`src/rtl/program_loader.sv`:
```
// program_loader: packs a big-endian byte stream into 28-bit instructions, writes them to
// instruction RAM at consecutive addresses and holds the core in reset until the load completes.
// Optional trailing XOR checksum byte is enabled by defining LOADER_CHECKSUM_EN.
module program_loader #(
  parameter int unsigned ADDR_W    = 16,
  parameter int unsigned INSTR_W   = 28,
  parameter int unsigned MAX_WORDS = 256
) (
  input  logic               Clock,
  input  logic               Reset_n,
  input  logic               iStart,
  input  logic [ADDR_W-1:0]  iWordCount,
  input  logic [7:0]         iByte,
  input  logic               iByteValid,
  output logic               oByteReady,
  output logic               oWriteEnable,
  output logic [ADDR_W-1:0]  oWriteAddress,
  output logic [INSTR_W-1:0] oInstruction,
  output logic               oCpuReset,
  output logic               oBusy,
  output logic               oDone,
  output logic               oError
);

  // Holds op nibble plus the two following bytes while the last byte of a word arrives.
  localparam int unsigned SHIFT_W = 20;
  localparam logic [ADDR_W-1:0] MAX_N = ADDR_W'(MAX_WORDS);

  typedef enum logic [2:0] {
    IDLE  = 3'd0,
    RECV  = 3'd1,
    WRITE = 3'd2,
    DONE  = 3'd3,
    ERROR = 3'd4
`ifdef LOADER_CHECKSUM_EN
    , CHECK = 3'd5
`endif
  } state_t;

`ifdef LOADER_CHECKSUM_EN
  localparam state_t FINISH_STATE = CHECK;
`else
  localparam state_t FINISH_STATE = DONE;
`endif

  state_t               state, stateNext;
  logic [ADDR_W-1:0]    wordCount, wordCountNext;
  logic [ADDR_W-1:0]    wordIdx, wordIdxNext;
  logic [1:0]           byteCnt, byteCntNext;
  logic [SHIFT_W-1:0]   shiftReg, shiftNext;
  logic                 writeEnableNext;
  logic [ADDR_W-1:0]    writeAddressNext;
  logic [INSTR_W-1:0]   instructionNext;
  logic                 readyNext;
  logic                 busyNext;
  logic                 doneNext;
  logic                 errorNext;
  logic                 cpuResetNext;
  logic                 byteFire;
`ifdef LOADER_CHECKSUM_EN
  logic [7:0]           checksum, checksumNext;
`endif

  assign byteFire = iByteValid && oByteReady;

  // Next-state, datapath and registered-output values.
  always_comb begin
    stateNext        = state;
    wordCountNext    = wordCount;
    wordIdxNext      = wordIdx;
    byteCntNext      = byteCnt;
    shiftNext        = shiftReg;
    writeEnableNext  = 1'b0;
    writeAddressNext = oWriteAddress;
    instructionNext  = oInstruction;
`ifdef LOADER_CHECKSUM_EN
    checksumNext     = checksum;
`endif

    case (state)
      IDLE, DONE, ERROR: begin
        if (iStart) begin
          wordCountNext = iWordCount;
          wordIdxNext   = '0;
          byteCntNext   = '0;
`ifdef LOADER_CHECKSUM_EN
          checksumNext  = '0;
`endif
          if (iWordCount > MAX_N) begin
            stateNext = ERROR;
          end else if (iWordCount == '0) begin
            stateNext = FINISH_STATE;
          end else begin
            stateNext = RECV;
          end
        end
      end

      RECV: begin
        if (byteFire) begin
          byteCntNext = byteCnt + 2'd1;
          shiftNext   = {shiftReg[SHIFT_W-9:0], iByte};
`ifdef LOADER_CHECKSUM_EN
          checksumNext = checksum ^ iByte;
`endif
          // Fourth byte completes the word; byte0[7:4] has already shifted out.
          if (byteCnt == 2'd3) begin
            stateNext        = WRITE;
            writeEnableNext  = 1'b1;
            writeAddressNext = wordIdx;
            instructionNext  = INSTR_W'({shiftReg, iByte});
          end
        end
      end

      WRITE: begin
        wordIdxNext = wordIdx + ADDR_W'(1);
        if (wordIdx == wordCount - ADDR_W'(1)) begin
          stateNext = FINISH_STATE;
        end else begin
          stateNext = RECV;
        end
      end

`ifdef LOADER_CHECKSUM_EN
      CHECK: begin
        if (byteFire) begin
          stateNext = (iByte == checksum) ? DONE : ERROR;
        end
      end
`endif

      default: stateNext = IDLE;
    endcase

    readyNext    = (stateNext == RECV);
    busyNext     = (stateNext == RECV) || (stateNext == WRITE);
`ifdef LOADER_CHECKSUM_EN
    readyNext    = readyNext || (stateNext == CHECK);
    busyNext     = busyNext || (stateNext == CHECK);
`endif
    doneNext     = (stateNext == DONE);
    errorNext    = (stateNext == ERROR);
    cpuResetNext = (stateNext != DONE);
  end

  // State, datapath and output registers.
  always_ff @(posedge Clock or negedge Reset_n) begin
    if (!Reset_n) begin
      state         <= IDLE;
      wordCount     <= '0;
      wordIdx       <= '0;
      byteCnt       <= '0;
      shiftReg      <= '0;
      oByteReady    <= 1'b0;
      oWriteEnable  <= 1'b0;
      oWriteAddress <= '0;
      oInstruction  <= '0;
      oCpuReset     <= 1'b1;
      oBusy         <= 1'b0;
      oDone         <= 1'b0;
      oError        <= 1'b0;
`ifdef LOADER_CHECKSUM_EN
      checksum      <= '0;
`endif
    end else begin
      state         <= stateNext;
      wordCount     <= wordCountNext;
      wordIdx       <= wordIdxNext;
      byteCnt       <= byteCntNext;
      shiftReg      <= shiftNext;
      oByteReady    <= readyNext;
      oWriteEnable  <= writeEnableNext;
      oWriteAddress <= writeAddressNext;
      oInstruction  <= instructionNext;
      oCpuReset     <= cpuResetNext;
      oBusy         <= busyNext;
      oDone         <= doneNext;
      oError        <= errorNext;
`ifdef LOADER_CHECKSUM_EN
      checksum      <= checksumNext;
`endif
    end
  end

endmodule

```
`config.mk`:
```
export PLATFORM = sky130hd
export DESIGN_NAME = program_loader
export DESIGN_NICKNAME = d
export VERILOG_FILES = /design/src/rtl/program_loader.sv
export SDC_FILE = /design/constraint.sdc
export NUM_CORES = 1
export LEC_CHECK = 0
export BUFFER_PORTS_ARGS = -buffer_cell sky130_fd_sc_hd__buf_2
export CORE_MARGIN = 1
export CORE_UTILIZATION = 39
export DETAILED_ROUTE_END_ITERATION = 16
export HOLD_SLACK_MARGIN = 0.06
export PLACE_DENSITY = 0.55
export SYNTH_ARGS = -nofsm -noshare
export SYNTH_HDL_FRONTEND = slang
export SYNTH_SLANG_ARGS = --single-unit
```
`constraint.sdc`:
```
create_clock -name Clock -period 7.1 [get_ports Clock]
set_input_delay 1.42 -clock Clock [delete_from_list [all_inputs] [get_ports Clock]]
set_output_delay 1.42 -clock Clock [all_outputs]
set_load 0.005 [all_outputs]
```
==> impl_metrics.csv, run 1 <==
group,metric,value,unit
power_and_ir_drop,p_int,0.00122,W
detailed_routing,wl,10600,µm
placement,gp_congestion,0.752,
detailed_routing,drc,0,
logic_synthesis,synth-async-reset-ratio,100,%
finish,final_util,47.2,%
logic_synthesis,synth.net_count,480,
detailed_routing,firstDrtPassIters,4,
global_route,grt_pass1_vias,3536,
global_route,use_met1,25.4,%
floorplan,die-height,115,µm
power_and_ir_drop,p_seq_share,49.1,%
clock_tree,clock-sinks,107,
detailed_routing,wl_per_cell,15.4,µm
flow_run,cap_violations,0,
global_route,use_met3,3.16,%
timing,period_needed,3350,ps
global_route,grt_pass1_wl,18000,µm
power_and_ir_drop,power,0.00184,W
power_and_ir_drop,pwr-share-comb,23.9,%
placement,port_buffers,77,
clock_tree,cts.path.max_buffers,2,
logic_synthesis,syn_area,4980,µm²
floorplan,start_util,40.8,%
timing,fin_tns_setup,0,ps
power_and_ir_drop,power.switching,0.000616,W
timing,slew_viol_final,0,
worst_setup_path,worst-path-max-fanout,48,
timing,worst_pin_slew,1110,ps
global_route,busiest_layer,"met2",
hold_path,hp-class,"register to register",
timing,rsz0062_at_grt,"no",
timing,fin_crit_sh,47.3,%
floorplan,rows,40,
worst_setup_path,crit_path_start_kind,"primary input",
floorplan,ios,78,
detailed_routing,dr.first_iter.drc_count,151,
finish,area.growth.synth_to_final,15.9,%
global_route,grt_max_degree,77,
timing,clock_skew,8.18,ps
clock_tree,cts-root-buf,"clkbuf_16",
detailed_routing,postRouteAntennaNets,0,
finish,final_layout_size_suffix_gt1_share,32.7,%
logic_synthesis,avgSynthCellArea,11.1,µm²
worst_setup_path,end_kind,"register",
global_route,globalRouteTotalUtil,17.6,%
global_route,grt_util_met2,25.7,%
logic_synthesis,synth_flop_cell,"dfrtp_1",
clock_tree,postCtsSetupBuffers,0,
worst_setup_path,critical_path_class,"primary input to register",
clock_tree,ctsResizeCount,0,
logic_synthesis,ys_ff_latch,107,
logic_synthesis,synthCells,449,
worst_setup_path,cp.arrival,3590,ps
timing,setup_viol,0,
power_and_ir_drop,powerDensity,319,nW/µm²
logic_synthesis,synth-edff-count,0,
clock_tree,path_clk_slew,80,ps
detailed_routing,num_vias,3602,
power_and_ir_drop,switching_share,33.5,%
clock_tree,cts_tree,"yes",
clock_tree,ctsHoldBuffers,0,
run_status,status,"finished, final reports clean",
worst_setup_path,required,7330,ps
detailed_routing,viasPerCell,5.24,
timing,maxSlewHeadroom,25.6,%
global_route,grt_antenna_before_repair,0,
global_route,grt_overflow,0,
timing,fmax,298,MHz
clock_tree,insertion_delay,360,ps
logic_synthesis,ys_types,58,
timing,hold_viol_final,0,
clock_tree,numCtsBuffers,9,
power_and_ir_drop,pwr-share-clk,26.9,%
clock_tree,h-tree-depth,3,
logic_synthesis,ys_seq_area_share,53.8,%
power_and_ir_drop,ir_drop,0.140,mV
logic_synthesis,yosysWarnings,0,
floorplan,dieWidth,115,µm
placement,hpwl,7240,µm
floorplan,core_area,12200,µm²
finish,antenna_cells,0,
floorplan,design.die.area,13200,µm²
finish,nets,546,
power_and_ir_drop,power.leakage,2.84,nW
[synth_stat cells (all sizes together) (2+ instances only)]
| cell | n | area (µm²) |
|---|---|---|
| nor3 | 6 | 30.0 |
| a221oi | 2 | 17.5 |
| a21oi | 8 | 40.0 |
| nor2b | 4 | 25.0 |
| a31oi | 5 | 37.5 |
| inv | 6 | 22.5 |
| nand4 | 6 | 43.8 |
| or4 | 4 | 38.8 |
| and2 | 4 | 25.0 |
| a311oi | 2 | 17.5 |
| o31ai | 7 | 52.6 |
| o21ai | 20 | 100 |
| mux2 | 58 | 653 |
| o211ai | 4 | 30.0 |
| clkbuf | 17 | 63.8 |
| xor2 | 8 | 70.1 |
| nand3b | 3 | 22.5 |
| nand2 | 87 | 327 |
| nand2b | 2 | 20.0 |
| nor2 | 12 | 45.0 |
| and3 | 6 | 37.5 |
| xnor2 | 9 | 78.8 |
| nand3 | 20 | 100 |
| buf | 7 | 61.3 |
| ha | 3 | 37.5 |
| dfrtp | 106 | 2650 |
| nor3b | 2 | 15.0 |
| or3 | 2 | 13.8 |
| nor4 | 11 | 90.1 |
[stage by stage]
stage	cells	hold WS, ps	worst slack, ps	area (µm²)
after floorplan	449	442	4240	4980
after global placement	672	454	3390	5470
after detailed placement	672	463	3330	5470
after CTS	688	483	3700	5770
after global routing	688	509	3530	5770
final	688	480	3750	5770
[critical path: stages]
cell and delay [ps]:
buf_2 100, and3_1 670, nand2_2 830, mux2_2 540
[power groups by stage]
stage	sequential (W)	clock (W)	combinational, W
detailed placement	0.000916	0	0.000442
floorplan	0.000856	0	0.000375
CTS	0.000906	0.000512	0.000445
global placement	0.000910	0	0.000431
global route	0.000930	0.000533	0.000499
finish	0.000903	0.000495	0.000440
[final timing paths]
path                                           from                            to  slack, ps  cells past startpoint
setup / recovery                         iByteValid  oWriteAddress[9]$_DFFE_PN0P_       3750                      4
setup reg to reg                 state[2]$_DFF_PN0_  oWriteAddress[9]$_DFFE_PN0P_       4000                      4
max in group asynchronous                   Reset_n      wordCount[6]$_DFFE_PN0P_       4770                      2
hold / removal             shiftReg[14]$_DFFE_PN0P_      shiftReg[14]$_DFFE_PN0P_        480                      2
hold reg to reg            shiftReg[14]$_DFFE_PN0P_      shiftReg[14]$_DFFE_PN0P_        480                      2
min in group asynchronous                   Reset_n  oInstruction[27]$_DFFE_PN0P_       1000                      1
[sequential cells by signal, indices dropped and copies added (netlist names), 2 cells and up]
signal,count
byteCnt,2
oWriteAddress,16
state,3
shiftReg,20
oInstruction,28
wordIdx,16
wordCount,16
[cell families after synthesis]
| logic type | after synthesis | synth area share, % |
|---|---|---|
| fa+ha+maj | 3 | 0.754 |
| compound gates | 59 | 8.27 |
| simple gates | 174 | 17.9 |
| buf+inv | 30 | 2.97 |
| xor+xnor | 17 | 2.99 |
| flops | 107 | 53.8 |
| mux | 59 | 13.3 |
[cells in the final DEF (no fill, tap or decap), types with 2 or more instances in the layout]
cell type	netlist	routed
xor2_1	8	8
nand3_1	20	20
or4_4	2	2
nor4_1	9	9
nand3b_1	3	3
mux2_2	58	58
o211ai_1	4	4
nor2_1	12	12
nand4_1	5	5
dfrtp_1	106	106
buf_4	1	3
nand2_1	87	86
xnor2_1	9	9
inv_1	6	6
nor3b_1	2	2
and3_1	6	6
a21oi_1	8	8
a221oi_1	2	2
a31oi_1	4	4
o21ai_0	20	19
nor3_1	6	6
inv_8	0	3
and2_1	4	4
buf_2	1	76
a311oi_1	2	2
o31ai_1	7	7
ha_1	3	3
nor2b_1	4	4
clkbuf_16	0	9
[cell type report]
| cell class | instances | area [µm²] |
|---|---|---|
| clock buffer | 10 | 239 |
| clock inverter | 6 | 56.3 |
| fill | 1186 | 6440 |
| inverter | 6 | 22.5 |
| multi-input combinational | 312 | 2160 |
| sequential | 107 | 2680 |
| tap | 168 | 210 |
| timing repair buffer | 79 | 403 |
[metal layers]
metal / up-vias / share of wire (%)
li1: 1737 / -
met3: 17 / 3.8
met5: - / 0
met1: 1760 / 49
met4: 0 / 2.3
met2: 88 / 44
(Power assumes the default switching activity.)
==> inputs of run 2 (changes only) <==
- PLACE_DENSITY: 0.55 -> 0.58
- clock period: 7.1 -> 2.7 ns (I/O delays scaled with it)
==> run 2 against run 1 <==
Against the previous run:
- die area is the same
- final cell count grew 1.3%
- clock power grew to 2.8 times the previous value
- critical path depth grew 4
- non-clock buffer count grew 9
- hold slack lost 220 ps
- first-iteration DRC count grew 24%
- cell area grew 1.6%
- combinational power grew to 2.8 times the previous value
- setup slack lost 3500 ps
- sequential share of layout area shrank 0.75 points
- sequential cell count is the same
==> impl_metrics.csv, run 2 (synthesized netlist as in run 1, its figures left out) <==
group,metric,value,unit
timing,slew_viol_final,0,
timing,fmax,401,MHz
detailed_routing,num_vias,3591,
timing,fin_crit_sh,92.3,%
worst_setup_path,worst-path-max-fanout,8,
timing,setup_viol,0,
finish,largest_registers,"oInstruction: 28 flops, shiftReg: 20 flops",
global_route,grt_max_degree,108,
clock_tree,h-tree-depth,3,
worst_setup_path,reg2reg_depth,8,
finish,final_cell_mix,"106 x dfrtp_1, 86 x nand2_1, 76 x buf_2",
clock_tree,cts.path.max_buffers,2,
floorplan,dieWidth,115,µm
placement,port_buffers,77,
finish,largest_reg_flops,28,
global_route,grt_pass1_vias,3527,
detailed_routing,dr.first_iter.drc_count,187,
global_route,grt_antenna_before_repair,0,
clock_tree,ctsHoldBuffers,0,
finish,area.growth.synth_to_final,17.8,%
power_and_ir_drop,power.leakage,2.89,nW
timing,fin_tns_setup,0,ps
worst_setup_path,required,2940,ps
worst_setup_path,cp.arrival,2730,ps
worst_setup_path,crit_path_start_kind,"register",
detailed_routing,wl,10900,µm
clock_tree,ctsResizeCount,0,
clock_tree,postCtsSetupBuffers,0,
placement,gp_congestion,0.819,
worst_setup_path,end_kind,"register",
finish,num-fill-cells,1175,
placement,hpwl,7530,µm
power_and_ir_drop,powerDensity,848,nW/µm²
floorplan,core_area,12200,µm²
global_route,grt_pass1_wl,18200,µm
detailed_routing,wl_per_cell,15.6,µm
finish,final_layout_size_suffix_gt1_share,33.6,%
finish,nets,555,
clock_tree,numCtsBuffers,9,
timing,period_needed,2490,ps
clock_tree,cts-root-buf,"clkbuf_16",
finish,regMostFlops,"oInstruction",
detailed_routing,postRouteAntennaNets,0,
worst_setup_path,critical_path_class,"register to register",
hold_path,hp-class,"primary input to async pin",
timing,maxSlewHeadroom,62.5,%
timing,clock_skew,7.48,ps
timing,worst_pin_slew,562,ps
detailed_routing,viasPerCell,5.15,
finish,final_common_cell,"dfrtp_1",
clock_tree,path_clk_slew,70,ps
floorplan,start_util,40.8,%
timing,rsz0062_at_grt,"no",
finish,antenna_cells,0,
floorplan,rows,40,
clock_tree,clock-sinks,107,
run_status,status,"finished, final reports clean",
detailed_routing,drc,0,
power_and_ir_drop,power,0.00497,W
global_route,grt_overflow,0,
floorplan,design.die.area,13200,µm²
floorplan,ios,78,
clock_tree,insertion_delay,350,ps
clock_tree,cts_tree,"yes",
power_and_ir_drop,ir_drop,0.364,mV
timing,hold_viol_final,0,
global_route,globalRouteTotalUtil,18.2,%
flow_run,cap_violations,0,
floorplan,die-height,115,µm
detailed_routing,firstDrtPassIters,4,
==> run 2: cell count changes in the layout (fill, tap and decap cells not counted) <==
cell       before  now
buf_4           3   11
clkbuf_1        0    1
inv_6           1    2
inv_8           3    1
bufinv_16       0    1
clkinv_2        1    0
buf_12          0    1
==> run 2: cell type report <==
type,instances,area [µm²],share of cell area [%]
Sequential cell,107,2680,45.7
Multi-Input combinational cell,312,2160,36.8
Timing Repair Buffer,88,483,8.24
Clock buffer,11,243,4.14
Tap cell,168,210,3.59
Clock inverter,5,67.6,1.15
Inverter,6,22.5,0.384
==> run 2: routing by layer <==
layer  share of wire, %  wire, µm  GRT usage, %
met5                  0         0             0
met4                2.3       246          8.57
met3                4.2       452          3.69
met2                 46      4970          27.2
met1                 48      5220          25.3
==> run 2: where the power goes <==
group          internal, W  switching [W]  total (W)
registers          0.00197       0.000380    0.00235
clock network     0.000761       0.000617    0.00138
logic             0.000607       0.000633    0.00124
==> run 2: worst paths after layout <==
path	start	endpoint	slack (ps)
min in group Clock	iByte[4]	shiftReg[4]$_DFFE_PN0P_	380
max in group asynchronous	Reset_n	oCpuReset$_DFF_PN1_	2020
max reg2reg	wordCount[0]$_DFFE_PN0P_	oBusy$_DFF_PN0_	210
max	wordCount[0]$_DFFE_PN0P_	oBusy$_DFF_PN0_	210
min	Reset_n	oInstruction[26]$_DFFE_PN0P_	260
min reg2reg	oWriteAddress[2]$_DFFE_PN0P_	oWriteAddress[2]$_DFFE_PN0P_	470
==> run 2: stage by stage <==
| step | hold WS, ps | setup slack, ps | area (µm²) | std cells | util (%) |
|---|---|---|---|---|---|
| after floorplan | 244 | 309 | 4980 | 449 | - |
| after global placement | 455 | 308 | 5550 | 681 | 45.5 |
| after detailed placement | 463 | 232 | 5550 | 681 | 45.5 |
| after CTS | 281 | 221 | 5860 | 697 | 48.0 |
| after global routing | 305 | 61.8 | 5860 | 697 | 48.0 |
| final | 257 | 209 | 5860 | 697 | 48.0 |
==> run 2: critical path, cell delays in order (launching register included) <==
cell and delay (ps):
dfrtp_1 470, inv_1 90, ha_1 240, nand2b_4 70, o31a_1 220, or4_1 560, a2111oi_4 260, nand4_2 230
and3_1 230
==> inputs of run 3 (changes only) <==
- CORE_UTILIZATION: 39 -> 51
- PLACE_DENSITY: 0.58 -> 0.73
==> run 3 against run 2 <==
Against the previous run:
- via count up 0.47%
- sequential cell count is the same
- sequential share of layout area is 1.4 points higher
- global-route usage grew 4.2 points
- register-to-register slack got worse by 50 ps
- clock skew increased by 10 ps
- critical endpoint is now oByteReady$_DFF_PN0_
- highest routed layer unchanged
==> impl_metrics.csv, run 3 (synthesized netlist as in run 1, its figures left out) <==
group,metric,value,unit
finish,largest_registers,"oInstruction: 28 flops, shiftReg: 20 flops",
finish,fin_area,5690,µm²
floorplan,design.die.area,10200,µm²
clock_tree,cts-root-buf,"clkbuf_8",
floorplan,die-height,101,µm
global_route,grt_pass1_vias,3422,
placement,hpwl,7440,µm
timing,fin_tns_setup,0,ps
finish,largest_reg_flops,28,
worst_setup_path,required,2960,ps
power_and_ir_drop,power.leakage,2.84,nW
worst_setup_path,critical_path_class,"register to register",
worst_setup_path,end_kind,"register",
finish,final_common_cell,"dfrtp_1",
detailed_routing,postRouteAntennaNets,0,
power_and_ir_drop,powerDensity,801,nW/µm²
finish,final_cell_mix,"106 x dfrtp_1, 86 x nand2_1, 76 x buf_2",
detailed_routing,wl_per_cell,16.1,µm
finish,antenna_cells,0,
floorplan,core_area,9330,µm²
timing,clock_skew,17.8,ps
timing,worst_slack,156,ps
timing,fin_crit_sh,94.2,%
clock_tree,ctsHoldBuffers,0,
detailed_routing,highest_layer,"met4",
floorplan,dieWidth,101,µm
detailed_routing,viasPerCell,5.48,
detailed_routing,wl_met2,5110,µm
detailed_routing,wl,10600,µm
finish,num-fill-cells,785,
detailed_routing,wl_met3,342,µm
detailed_routing,drc,0,
placement,dp_cells,642,
placement,post_dp_cell_area,5500,µm²
global_route,grt_pass1_wl,17300,µm
finish,nets,555,
timing,maxSlewHeadroom,61.7,%
timing,period_needed,2540,ps
flow_run,cap_violations,0,
timing,hold_slack,115,ps
timing,setup_viol,0,
placement,port_buffers,77,
clock_tree,ctsResizeCount,0,
floorplan,ios,78,
clock_tree,path_clk_slew,120,ps
worst_setup_path,worst-path-max-fanout,10,
detailed_routing,dr.first_iter.drc_count,156,
detailed_routing,firstDrtPassIters,4,
finish,area.growth.synth_to_final,14.4,%
clock_tree,cts_tree,"yes",
hold_path,hp-class,"primary input to async pin",
clock_tree,insertion_delay,380,ps
placement,gp_congestion,0.832,
floorplan,rows,35,
clock_tree,cts.path.max_buffers,2,
worst_setup_path,cp.arrival,2810,ps
detailed_routing,num_vias,3608,
timing,hold_viol_final,0,
finish,final_layout_size_suffix_gt1_share,33.8,%
global_route,grt_overflow,0,
timing,rsz0062_at_grt,"no",
clock_tree,h-tree-depth,3,
floorplan,start_util,53.4,%
placement,pre_cts_slack,157,ps
global_route,grt_max_degree,67,
timing,worst_pin_slew,569,ps
clock_tree,postCtsSetupBuffers,0,
timing,fmax,393,MHz
worst_setup_path,crit_path_start_kind,"register",
global_route,globalRouteTotalUtil,22.4,%
timing,slew_viol_final,0,
detailed_routing,m1WireLength,4990,µm
power_and_ir_drop,ir_drop,0.371,mV
clock_tree,numCtsBuffers,9,
run_status,status,"finished, final reports clean",
finish,layout.cells.non_filler,658,
clock_tree,clock-sinks,107,
global_route,grt_antenna_before_repair,0,
finish,regMostFlops,"oInstruction",
[run 3: cell types whose count changed in the layout (fill, tap and decap cells not counted)]
cell | previous run | this run
clkinv_8 | 0 | 1
ha_2 | 0 | 1
clkbuf_16 | 9 | 0
bufinv_16 | 1 | 0
ha_1 | 3 | 2
clkinv_2 | 0 | 1
clkbuf_8 | 1 | 9
[run 3: final cells by class]
type	count	area [µm²]	area share, %
clock inverters	6	58.8	1.03
well taps	129	161	2.84
multi-input cells	312	2160	38.0
flip-flops and latches	107	2680	47.1
inverters	6	22.5	0.396
clock buffers	10	128	2.24
repair buffers	88	483	8.48
[run 3: report_power, final]
part,leakage (nW),internal (W),switching [W]
Clock,0.0959,0.000357,0.000576
Sequential,1.41,0.00197,0.000364
Combinational,1.33,0.000620,0.000670
[run 3: critical path, stage by stage (launching register included)]
cell and delay, ps:
dfrtp_1 470, inv_1 100, ha_2 230, nand2b_4 120, o31a_1 250, or4_1 550
a2111oi_4 260, nand4_2 220, and3_1 240
[run 3: routing by layer]
layer | GRT usage (%) | vias up
li1 | - | 1740
met1 | 31.4 | 1784
met2 | 34.7 | 70
met3 | 3.33 | 14
met4 | 9.81 | 0
met5 | 0 | -
[run 3: stage by stage]
| step | power (W) | util, % |
|---|---|---|
| after floorplan | 0.00323 | - |
| final | 0.00456 | 61.0 |
| after global placement | 0.00359 | 59.0 |
| after global routing | 0.00484 | 61.0 |
| after CTS | 0.00460 | 61.0 |
| after detailed placement | 0.00365 | 59.0 |
[run 3: final timing paths]
path / start / to / slack, ps / cells after the start
min in group Clock: iByte[7] / shiftReg[7]$_DFFE_PN0P_ / 360 / 3
max: wordCount[1]$_DFFE_PN0P_ / oByteReady$_DFF_PN0_ / 160 / 8
min: Reset_n / oInstruction[18]$_DFFE_PN0P_ / 120 / 1
min reg2reg: shiftReg[16]$_DFFE_PN0P_ / shiftReg[16]$_DFFE_PN0P_ / 480 / 2
max reg2reg: wordCount[1]$_DFFE_PN0P_ / oByteReady$_DFF_PN0_ / 160 / 8
max in group asynchronous: Reset_n / oCpuReset$_DFF_PN1_ / 1800 / 2
